--- src/rtl/id_ex_stage.sv ---
// Decode-to-execute pipeline register with valid/ready handshake, flush and
// optional load-use bubble insertion (enabled by defining LOAD_USE_STALL_EN).

package id_ex_stage_pkg;
  localparam int unsigned ALU_FN_WIDTH = 3;

  typedef struct packed {
    logic                    mem_en;
    logic                    rw;
    logic                    data_read;
    logic                    data_write;
    logic [ALU_FN_WIDTH-1:0] alu_function;
  } ctrl_t;
endpackage

module id_ex_stage
  import id_ex_stage_pkg::*;
#(
  parameter int unsigned DATA_WIDTH     = 16,
  parameter int unsigned REG_ADDR_WIDTH = 3
) (
  input  logic                      clk,
  input  logic                      rst_n,
  input  logic                      in_valid,
  output logic                      in_ready,
  input  logic                      in_mem_en,
  input  logic                      in_rw,
  input  logic                      in_data_read,
  input  logic                      in_data_write,
  input  logic [ALU_FN_WIDTH-1:0]   in_alu_function,
  input  logic [DATA_WIDTH-1:0]     in_src_data1,
  input  logic [DATA_WIDTH-1:0]     in_src_data2,
  input  logic [REG_ADDR_WIDTH-1:0] in_src_addr1,
  input  logic [REG_ADDR_WIDTH-1:0] in_src_addr2,
  input  logic [REG_ADDR_WIDTH-1:0] in_dst_addr,
  input  logic                      flush,
  input  logic                      out_ready,
  output logic                      out_valid,
  output logic                      ex_mem_en,
  output logic                      ex_rw,
  output logic                      ex_data_read,
  output logic                      ex_data_write,
  output logic [ALU_FN_WIDTH-1:0]   ex_alu_function,
  output logic [DATA_WIDTH-1:0]     ex_src_data1,
  output logic [DATA_WIDTH-1:0]     ex_src_data2,
  output logic [REG_ADDR_WIDTH-1:0] ex_dst_addr,
  output logic                      hazard_stall,
  output logic [15:0]               bubble_count
);

  localparam int unsigned CNT_WIDTH = 16;

  typedef enum logic {
    EMPTY = 1'b0,
    FULL  = 1'b1
  } state_t;

  state_t                    state_q;
  state_t                    state_d;
  ctrl_t                     ctrl_q;
  ctrl_t                     ctrl_in;
  logic [DATA_WIDTH-1:0]     data1_q;
  logic [DATA_WIDTH-1:0]     data2_q;
  logic [REG_ADDR_WIDTH-1:0] dst_q;
  logic                      load_en;
  logic                      xfer_in;
  logic                      xfer_out;
  logic                      hazard_c;

  assign ctrl_in = '{
    mem_en:       in_mem_en,
    rw:           in_rw,
    data_read:    in_data_read,
    data_write:   in_data_write,
    alu_function: in_alu_function
  };

  assign out_valid = (state_q == FULL);

`ifdef LOAD_USE_STALL_EN
  logic                 bubble_inc;
  logic [CNT_WIDTH-1:0] bubble_q;

  // Held load whose destination feeds a source of the incoming reader.
  always_comb begin
    hazard_c = out_valid && ctrl_q.mem_en && ctrl_q.rw && ctrl_q.data_write &&
               in_valid && in_data_read &&
               ((in_src_addr1 == dst_q) || (in_src_addr2 == dst_q));
  end

  // A bubble is counted when the load leaves while its consumer is held off.
  assign bubble_inc = hazard_c && xfer_out && !flush;

  always_ff @(posedge clk or negedge rst_n) begin
    if (!rst_n) begin
      bubble_q <= '0;
    end else if (bubble_inc && (bubble_q != {CNT_WIDTH{1'b1}})) begin
      bubble_q <= bubble_q + CNT_WIDTH'(1);
    end
  end

  assign bubble_count = bubble_q;
`else
  logic unused_src_addr;

  assign hazard_c        = 1'b0;
  assign bubble_count    = '0;
  assign unused_src_addr = ^{in_src_addr1, in_src_addr2};
`endif

  assign hazard_stall = hazard_c;

  // Handshake and next-state; flush overrides everything.
  always_comb begin
    state_d  = state_q;
    load_en  = 1'b0;
    in_ready = rst_n && !flush && !hazard_c && (!out_valid || out_ready);
    xfer_in  = in_valid && in_ready;
    xfer_out = out_valid && out_ready;
    if (flush) begin
      state_d = EMPTY;
    end else begin
      case (state_q)
        EMPTY: begin
          if (xfer_in) begin
            state_d = FULL;
            load_en = 1'b1;
          end
        end
        FULL: begin
          if (xfer_out) begin
            if (xfer_in) begin
              load_en = 1'b1;
            end else begin
              state_d = EMPTY;
            end
          end
        end
      endcase
    end
  end

  always_ff @(posedge clk or negedge rst_n) begin
    if (!rst_n) begin
      state_q <= EMPTY;
    end else begin
      state_q <= state_d;
    end
  end

  // Payload registers keep their contents when the entry drains.
  always_ff @(posedge clk or negedge rst_n) begin
    if (!rst_n) begin
      ctrl_q  <= '0;
      data1_q <= '0;
      data2_q <= '0;
      dst_q   <= '0;
    end else if (load_en) begin
      ctrl_q  <= ctrl_in;
      data1_q <= in_src_data1;
      data2_q <= in_src_data2;
      dst_q   <= in_dst_addr;
    end
  end

  assign ex_mem_en       = ctrl_q.mem_en;
  assign ex_rw           = ctrl_q.rw;
  assign ex_data_read    = ctrl_q.data_read;
  assign ex_data_write   = ctrl_q.data_write;
  assign ex_alu_function = ctrl_q.alu_function;
  assign ex_src_data1    = data1_q;
  assign ex_src_data2    = data2_q;
  assign ex_dst_addr     = dst_q;

endmodule

--- config.mk ---
export PLATFORM = sky130hd
export DESIGN_NAME = id_ex_stage
export DESIGN_NICKNAME = d
export VERILOG_FILES = /design/src/rtl/id_ex_stage.sv
export SDC_FILE = /design/constraint.sdc
export NUM_CORES = 1
export LEC_CHECK = 0
export ABC_AREA = 1
export CAP_MARGIN = 40
export CORE_UTILIZATION = 34
export DETAILED_ROUTE_END_ITERATION = 10
export PLACE_DENSITY = 0.87
export SLEW_MARGIN = 20
export SYNTH_ARGS = -nofsm -noshare
export SYNTH_HDL_FRONTEND = slang
export SYNTH_SLANG_ARGS = --single-unit
--- constraint.sdc ---
create_clock -name clk -period 0.97 [get_ports clk]
set_input_delay 0.2425 -clock clk [delete_from_list [all_inputs] [get_ports clk]]
set_output_delay 0.2425 -clock clk [all_outputs]
set_load 0.03 [all_outputs]
-- After elaboration in Yosys (flattened, before gate mapping)
Cells that the tools add are included.
- flip-flop bits (word level): 43
- input bits: 53
- word-level logic and storage cells: 24
- muxes and demuxes: 7
- bitwise operators: 1
- reductions and logical operators: 7
- operator list (cell ; number):
    1-bit 2-to-1 mux ; 5
    1-bit logical AND ; 4
    1-bit one-hot mux with 2 select lines ; 2
    1-bit zero test ; 2
    1-bit logical OR ; 1
    1-bit inverter ; 1

-- Logic depth before layout (Yosys ltp)
- depth after elaboration: 8
- mapped depth: 6
- mapped depth without buffers: 5

-- Least setup slack after synthesis
Ideal clock, no wire load.
- kind: flip-flop to output port
- start point: register state_q, in the netlist out_valid
- end point: output in_ready
- arrival time: 1453 ps
- data required time: 727 ps
- slack: -725 ps
- stages on the path, launching flop included: 4
- cells stage by stage: dfrtp_1 > nand2_1 > inv_1 > nor3_1
- word-level cells in the longest chain between the ends: 3
- RTL lines (what ; line ; RTL):
    start, declared ; 58 ; state_t state_q;
    start signal, assigned ; 147 ; state_q <= state_d;
    1-bit zero test ; 117 ; in_ready = rst_n && !flush && !hazard_c && (!out_valid || out_ready);
    1-bit logical OR ; 117 ;
    1-bit logical AND ; 117 ;
    end, declared ; 25 ; output logic in_ready,
Every way passes these cells.

-- Final worst setup path
Ends and elaborated chain as after synthesis.

==> impl_metrics.env <==
export IMPL_grt_total_usage_pct=19.2
export IMPL_cts_tree="built"
export IMPL_status="finished with violations"
export IMPL_crit_type="flop to output port"
export IMPL_wirelength_microns=5920
export IMPL_hold_viol_final=0
export IMPL_grt_max_degree=44
export IMPL_crit_required_ns=0.73
export IMPL_drive_gt1_share_pct=32.9
export IMPL_drv_slew=0
export IMPL_clk_pin_slew_ns=0.08
export IMPL_root_buffer="clkbuf_8"
export IMPL_maxCapViolCount=0
export IMPL_nets=399
export IMPL_fin_crit_ns=1.33
export IMPL_area_growth_pct=75.5
export IMPL_violations="setup timing"
export IMPL_detailed_place_hpwl_microns=3570
export IMPL_ir_drop_mv=0.661
export IMPL_yosys_area_top_type="dfrtp_1"
export IMPL_layout_setup_ws_ns=-0.365
export IMPL_wl_per_cell_microns=14.1
export IMPL_syn_cell_area_sq_mm=0.00195
export IMPL_hp_class="primary input to asynchronous set/reset pin"
export IMPL_crit_fanout=2
export IMPL_instances_no_fill=419
export IMPL_rsz0062_at_grt="yes"
export IMPL_die_h_microns=77.8
export IMPL_diodes=0
export IMPL_place_area_sq_mm=0.00280
export IMPL_place_inst=371
export IMPL_seq_area_frac_synth_pct=55.1
export IMPL_syn_area_per_cell_sq_um=9.17
export IMPL_dr_pass1_iters=6
export IMPL_gr_total_overflow=0
export IMPL_synth_top_cells_by_area="dfrtp_1 55%, nand2_1 16%, nand4_1 13%, buf_4 6.5%, buf_2 3.3%"
export IMPL_clkSinkCount=43
export IMPL_first_global_vias=1906
export IMPL_synth_top_area_share_pct=55.1
export IMPL_relSlewSlack_pct=64.3
export IMPL_vias=1988
export IMPL_grt_pass1_wl_microns=9090
export IMPL_synth_distinct_cells=14
export IMPL_final_setup_tns_ns=-15.90
export IMPL_synthCells=213
export IMPL_initial_core_util_pct=35.5
export IMPL_antenna_found_initial=0
export IMPL_ys_ff_latch=43
export IMPL_ant_nets=0
export IMPL_htreeDepth=2
export IMPL_finalCritPeriodShare_pct=138
export IMPL_fmax_ghz=0.749
export IMPL_fill_cells=452
export IMPL_gp_congestion=0.712
export IMPL_die_w_microns=77.8
export IMPL_p_leak_nw=1.79
export IMPL_worst_clock_skew_ns=0.00605
export IMPL_final_area_sq_mm=0.00343
export IMPL_insertion_delay_ns=0.29
export IMPL_cts_hold_buf=0
export IMPL_drtIter0Drc=135
export IMPL_crit_path_end_kind="output port"
export IMPL_multiInputGateArea_sq_um=707
export IMPL_io_buffer_count=90
export IMPL_rows=27
export IMPL_post_route_drc_count=0
export IMPL_yosys_warnings=0
export IMPL_regArea_sq_mm=0.00108
export IMPL_worstMarginPinSlew_ns=0.536
export IMPL_dieArea_sq_mm=0.00605
export IMPL_cp_data_arrival_time_ns=1.09
export IMPL_setup_violations=86
export IMPL_pwr_density_cell_mw_per_mm2=1730
export IMPL_clockBufferDepth=2
export IMPL_cts_buffers=5
export IMPL_io_pins=114
export IMPL_critPathLaunchType="flop"
export IMPL_vias_per_cell=4.74
export IMPL_core_sq_mm=0.00551
export IMPL_power_mw=5.92
-- worst max-delay path: stages (launching register included) --
cell     delay, ns
dfrtp_2       0.43
nand2_4       0.08
inv_4         0.04
nor3_4        0.10
buf_6         0.15
-- per-layer routing --
metal | GRT usage (%) | part of all wire, %
met5 | 0 | 0
met1 | 23.0 | 41
met4 | 6.23 | 1.0
met2 | 34.0 | 51
met3 | 4.12 | 6.7
-- synthesized netlist by cell type (all sizes together) --
cell type and number:
inv 3, dfrtp 43, buf 34, a21oi 1, nand4 42, nand2 85
conb 1, nand3 1, nor2 2, nor3 1
-- area by class of cell --
| cell class | instances | area share [%] |
|---|---|---|
| well taps | 72 | 2.63 |
| repair buffers | 144 | 42.0 |
| inverters | 3 | 0.402 |
| flip-flops and latches | 43 | 31.4 |
| clock buffers | 8 | 2.92 |
| multi-input cells | 149 | 20.6 |
-- registers in the layout, summed over array words and instances, names as in the netlist --
| name | count |
|---|---|
| ex_alu_function | 3 |
| ex_data_read | 1 |
| ex_data_write | 1 |
| ex_dst_addr | 3 |
| ex_mem_en | 1 |
| ex_rw | 1 |
| ex_src_data1 | 16 |
| ex_src_data2 | 16 |
| out_valid | 1 |
-- placed cells by master, fill, tap and decap left out, drive strengths merged --
cell type | synthesis | layout
clkbuf | 0 | 8
nand3 | 1 | 1
nor3 | 1 | 1
nand4 | 42 | 42
buf | 34 | 100
a21oi | 1 | 1
inv | 3 | 3
dfrtp | 43 | 43
dlygate4sd2 | 0 | 2
nand2 | 85 | 85
clkdlybuf4s50 | 0 | 42
conb | 1 | 17
nor2 | 2 | 2
-- repair_timing --
| item | CTS | global route |
|---|---|---|
| gates cloned | 2 | 0 |
| endpoints found under the setup margin | 87 | 86 |
| setup buffers | 19 | 19 |
| gates resized for setup | 48 | 0 |
| pin swaps | 2 | 1 |
-- power by group --
group	internal (mW)	switching [mW]	leakage, nW
clock	0.650	0.585	0.0515
sequential	2.08	0.216	0.535
combinational	1.17	1.22	1.20
total	3.90	2.02	1.79
-- cells by family (layout without fill, tap and decap cells) --
logic type      Yosys count  count (layout)  share of synthesized area, %
buf+inv                  37             155                          12.7
compound gates            1               1                         0.256
flops                    43              43                          55.1
simple gates            131             131                          31.7
other cells               1              17                         0.192
-- stage by stage --
step                setup WS (ns)  hold slack [ns]  util, %
floorplan                  -0.250          -0.0531        -
global route               -0.424           0.0923     62.2
global placement           -0.537            0.363     50.8
finish                     -0.365           0.0465     62.2
detailed placement         -0.540            0.374     50.8
CTS                        -0.389           0.0552     59.6
-- path summary, 6_finish.rpt --
check	from	to	slack, ns	cells after the start
max in group asynchronous	rst_n	out_valid	0.54	2
hold / removal	rst_n	out_valid	0.05	2
hold reg to reg	ex_src_data1[14]	ex_src_data1[14]	0.50	2
setup reg to reg	out_valid	ex_src_data2[4]	-0.31	7
setup / recovery	out_valid	in_ready	-0.36	4
min in group clk	flush	out_valid	0.44	3
(Power assumes the default switching activity.)
